[src/rtl/fetch_redirect_unit.sv]
// IF-stage PC generator: issues instruction fetches, applies EX fixes and ID
// taken predictions, drives pipeline flushes and counts branch events.
module fetch_redirect_unit #(
  parameter int                         INST_ADDR_WIDTH = 32,
  parameter logic [INST_ADDR_WIDTH-1:0] RESET_PC        = '0,
  parameter int                         CNT_WIDTH       = 32
) (
  input  logic                       cpu_clk,
  input  logic                       cpu_rst_n,
  input  logic                       stall_IF,
  input  logic                       predict_branch_taken_ID,
  input  logic [INST_ADDR_WIDTH-1:0] predict_branch_taken_PC_ID,
  input  logic                       fix_predict_EX,
  input  logic [INST_ADDR_WIDTH-1:0] fix_predict_PC_EX,
  input  logic                       branch_EX,
  output logic                       imem_req,
  output logic [INST_ADDR_WIDTH-1:0] imem_addr,
  input  logic                       imem_ready,
  output logic [INST_ADDR_WIDTH-1:0] PC_IF,
  output logic [INST_ADDR_WIDTH-1:0] PC_plus_4_IF,
  output logic                       inst_valid_IF,
  output logic                       flush_IF_ID,
  output logic                       flush_ID_EX,
  output logic [CNT_WIDTH-1:0]       num_branch,
  output logic [CNT_WIDTH-1:0]       num_mispredict,
  output logic [CNT_WIDTH-1:0]       num_pred_taken
);

  // state         | meaning
  // BOOT          | first cycle after reset, no fetch request
  // FETCH         | fetching at PC_IF, redirects applied when memory is ready
  // REDIRECT_WAIT | redirect pending in pend_pc, in-flight word is discarded
  typedef enum logic [1:0] {
    ST_BOOT,
    ST_FETCH,
    ST_REDIRECT_WAIT
  } state_t;

  state_t                     state;
  logic [INST_ADDR_WIDTH-1:0] pc_q;
  logic [INST_ADDR_WIDTH-1:0] pend_pc;
  logic                       req_q;

  logic                       accept_pred;
  logic                       redirect;
  logic [INST_ADDR_WIDTH-1:0] target_raw;
  logic [INST_ADDR_WIDTH-1:0] target;

  // A fix always wins; a prediction under stall is dropped and re-presented by ID.
  assign accept_pred = predict_branch_taken_ID && !stall_IF && !fix_predict_EX;
  assign redirect    = fix_predict_EX || accept_pred;
  assign target_raw  = fix_predict_EX ? fix_predict_PC_EX : predict_branch_taken_PC_ID;
  assign target      = {target_raw[INST_ADDR_WIDTH-1:2], 2'b00};

  assign imem_req      = req_q;
  assign imem_addr     = pc_q;
  assign PC_IF         = pc_q;
  assign PC_plus_4_IF  = pc_q + INST_ADDR_WIDTH'(4);
  assign inst_valid_IF = (state == ST_FETCH) && imem_ready;
  assign flush_IF_ID   = redirect;
  assign flush_ID_EX   = fix_predict_EX;

  always_ff @(posedge cpu_clk or negedge cpu_rst_n) begin
    if (!cpu_rst_n) begin
      state   <= ST_BOOT;
      pc_q    <= RESET_PC;
      pend_pc <= '0;
      req_q   <= 1'b0;
    end else begin
      case (state)
        ST_BOOT: begin
          state <= ST_FETCH;
          req_q <= 1'b1;
        end
        ST_FETCH: begin
          if (redirect) begin
            if (imem_ready) begin
              pc_q <= target;
            end else begin
              // Address must stay put while the request is outstanding.
              pend_pc <= target;
              state   <= ST_REDIRECT_WAIT;
            end
          end else if (imem_ready && !stall_IF) begin
            pc_q <= pc_q + INST_ADDR_WIDTH'(4);
          end
        end
        ST_REDIRECT_WAIT: begin
          if (imem_ready) begin
            pc_q  <= redirect ? target : pend_pc;
            state <= ST_FETCH;
          end else if (redirect) begin
            pend_pc <= target;
          end
        end
        default: begin
          state <= ST_BOOT;
          req_q <= 1'b0;
        end
      endcase
    end
  end

  always_ff @(posedge cpu_clk or negedge cpu_rst_n) begin
    if (!cpu_rst_n) begin
      num_branch     <= '0;
      num_mispredict <= '0;
      num_pred_taken <= '0;
    end else begin
      if (branch_EX)      num_branch     <= num_branch + CNT_WIDTH'(1);
      if (fix_predict_EX) num_mispredict <= num_mispredict + CNT_WIDTH'(1);
      if (accept_pred)    num_pred_taken <= num_pred_taken + CNT_WIDTH'(1);
    end
  end

endmodule

[config.mk]
export PLATFORM = sky130hd
export DESIGN_NAME = fetch_redirect_unit
export DESIGN_NICKNAME = d
export VERILOG_FILES = /design/src/rtl/fetch_redirect_unit.sv
export SDC_FILE = /design/constraint.sdc
export NUM_CORES = 1
export LEC_CHECK = 0
export BUFFER_PORTS_ARGS = -buffer_cell sky130_fd_sc_hd__buf_2
export CORE_UTILIZATION = 50
export CTS_CLUSTER_SIZE = 25
export DETAILED_ROUTE_END_ITERATION = 7
export GPL_TIMING_DRIVEN = 0
export PLACE_DENSITY_LB_ADDON = 0.05
export REMOVE_ABC_BUFFERS = 1
export SYNTH_ARGS = -nofsm -noshare
export SYNTH_HDL_FRONTEND = slang
export SYNTH_SLANG_ARGS = --single-unit
[constraint.sdc]
create_clock -name cpu_clk -period 2.5 [get_ports cpu_clk]
set_input_delay 0.25 -clock cpu_clk [delete_from_list [all_inputs] [get_ports cpu_clk]]
set_output_delay 0.25 -clock cpu_clk [all_outputs]
set_load 0.01 [all_outputs]
==> results.yml <==
outcome:
  status: "completed"
route:
  drt-pass1-iter-count: 5
  ant_nets: 0
  drt_iter0_markers: 431
  wl_per_cell_um: 16.70
  drt-total-wl_um: 22490
  drc: 0
  avgViaCountPerCell: 5.463
  route.vias.total: 7358
timing:
  worstMarginPinSlew_ns: 1.023
  maxSlewHeadroom_pct: 31.71
  setup-violations-final: 0
  setup_ws_ns: 0.04633
  rsz0062_at_grt: "true"
  finalCriticalPeriod_ns: 2.454
  hold_viol_final: 0
  worst_clock_skew_ns: 0.01080
  slew_violations: 0
  max_freq_ghz: 0.4076
  min_period_over_period_pct: 98.15
grt:
  grt_pass1_vias: 6715
  antenna_found_initial: 0
  track_usage_pct: 25.49
  grt.overflow.total: 0
  grt_pass1_wl_um: 35630
  grt_max_degree: 94
die:
  die_w_um: 133.5
  die_area_um2: 17810
  initial_core_util_pct: 51.73
  core-area_um2: 16700
  fp.dieH_um: 133.5
  ios: 267
  row_count: 47
hold_path:
  hold_path.class: "in2reg"
cells_and_area:
  syn_to_final_growth_pct: 26.39
  num_antenna_cells: 0
  nets: 1192
  mostFrequentLayoutCell: "buf_2"
  final_cell_mix: "buf_2 (260), dfrtp_1 (145), xnor2_1 (82)"
  drive_gt1_share_pct: 34.69
placement:
  numPortBuffers: 262
  dp_slack_ns: -1.433
  gp_congestion: 0.8007
  hpwl_um: 14940
yosys:
  avgSynthCellArea_um2: 9.988
  synth_top_family_by_area: "simple AND/OR/NAND/NOR gates"
  yosys_register_bits: 163
  ys.warnings.count: 0
  synthMuxAreaShare_pct: 5.431
  synth_xor_area_share_pct: 12.27
  yosys.area_share.simple_pct: 19.04
  synth.top_cells.by_area: "dfrtp_1 (47%), xnor2_1 (8.3%), mux2i_1 (4.5%)"
  ys_async_sr_fraction_pct: 100.0
  synth-edff-count: 0
  yosys.cell_types.count: 60
  synth_fa_ha_area_share_pct: 1.014
  synth_top_cell_by_area: "dfrtp_1"
  synth_top_cell_area_share_pct: 47.21
  synth_area_um2: 8640
  yosysSeqAreaShare_pct: 47.21
  synth-main-ff-cell: "dfrtp_1"
  synth_compound_area_share_pct: 9.761
  netlist_instances: 865
critical_path:
  path_max_fanout: 7
  cp-start-kind: "flip-flop"
  critPathTopFamily: "simple AND/OR/NAND/NOR gates"
  cpPeakStageDelay_ns: 0.61
  cp-end-kind: "output port"
  crit_required_ns: 2.25
  crit_buf_inv: 1
  path_class: "reg2out"
  slowest_stage: "or4_4"
  critPathArrivalTime_ns: 2.20
  crit_chain: "nand3_4 -> or4_4 -> nor3_4 -> xor2_1 -> buf_2"
cts:
  clockRootBuffer: "clkbuf_16"
  clock_latency_ns: 0.43
  clock-sinks: 163
  ctsHtreeMaxLevel: 4
  clockBufferDepth: 2
  clk_pin_slew_ns: 0.06
  cts_buffers: 17
  cts_tree: "built"
pwr:
  power.total_mw: 11.33
  irDropWorstVdd_v: 0.0006879
  p_leak_nw: 5.444
  power.density_nw_per_um2: 1038
flow_run:
  max_cap_violations: 0
stage by stage:
| step | utilization, % | setup TNS, ns | instances | cell area [um^2] | hold WS (ns) |
|---|---|---|---|---|---|
| 2_1_floorplan | - | -70.79 | 796 | 8237 | -0.04559 |
| 3_3_place_gp | 58.82 | -420.01 | 1278 | 9823 | 0.4521 |
| 3_5_place_dp | 59.61 | -73.88 | 1284 | 9956 | 0.2490 |
| 4_1_cts | 64.06 | -0.3619 | 1329 | 10700 | 0.04932 |
| 5_1_grt | 65.38 | -0.07639 | 1347 | 10920 | 0.08258 |
| 6_report | 65.38 | 0 | 1347 | 10920 | 0.06688 |
layout make-up:
class	instances	area (um^2)
clock buffer	18	439.2
multi-input combinational	620	4283
fill	1389	5782
inverter	14	56.30
tap	220	275.3
clock inverter	14	102.6
timing repair buffer	298	1662
sequential	163	4101
logic make-up (layout without fill, tap and decap cells):
group,Yosys count,after routing
xor+xnor,121,121
compound gates,132,132
simple gates,313,314
mux,46,46
buf+inv,83,344
flops,163,163
fa+ha+maj,7,7
final timing paths:
kind | cells after the start | slack [ns] | to | startpoint
max | 5 | 0.05 | PC_plus_4_IF[22] | PC_IF[11]$_DFFE_PN0P_
min | 2 | 0.07 | num_branch[0]$_DFFE_PN0P_ | branch_EX
max reg2reg | 9 | 0.16 | PC_IF[13]$_DFFE_PN0P_ | state[0]$_DFFE_PN0P_
max in group asynchronous | 3 | 1.23 | PC_IF[7]$_DFFE_PN0P_ | cpu_rst_n
min in group asynchronous | 2 | 0.36 | num_pred_taken[10]$_DFFE_PN0P_ | cpu_rst_n
min reg2reg | 1 | 0.46 | num_mispredict[31]$_DFFE_PN0P_ | num_mispredict[31]$_DFFE_PN0P_
where the power goes:
group / switching (mW) / internal (mW) / leakage, nW
clock network: 1.13 / 1.31 / 0.265
logic: 2.57 / 2.08 / 3.13
registers: 0.913 / 3.33 / 2.05
total: 4.61 / 6.72 / 5.44
Yosys cell counts, types with 3 or more instances:
cell	n
a211o_1	4
a211oi_1	4
a21oi_1	51
a22o_1	6
a31oi_1	4
a41oi_1	4
and2_1	12
and3_1	34
and4_1	9
buf_2	10
buf_4	35
clkbuf_1	24
dfrtp_1	163
ha_1	7
inv_1	13
mux2_2	7
mux2i_1	39
nand2_1	69
nand2b_1	4
nand3_1	44
nand4_1	26
nor2_1	70
nor2b_1	4
nor3_1	18
nor4_1	3
nor4_2	3
o21ai_0	16
o21ai_1	12
o2bb2ai_1	4
o31ai_1	5
xnor2_1	82
xor2_1	39
timing repair:
action,CTS,global route
resized for setup,29,20
setup buffers,11,18
hold buffers,1,0
pin swaps,6,5
endpoints found under the setup margin,84,28
hold endpoints to repair,70,0
gates cloned,1,0
flip-flops by register name (all words and copies together), names as in the netlist:
| signal | cells |
|---|---|
| PC_IF | 32 |
| imem_req | 1 |
| num_branch | 32 |
| num_mispredict | 32 |
| num_pred_taken | 32 |
| pend_pc | 32 |
| state | 2 |
layer usage:
layer,GRT usage (%),wire (um),vias to the layer above
li1,-,-,3518
met1,36.51,10130,3549
met2,39.99,10740,267
met3,4.072,1311,24
met4,7.323,304,0
met5,0,0,-
(Power assumes the default switching activity.)
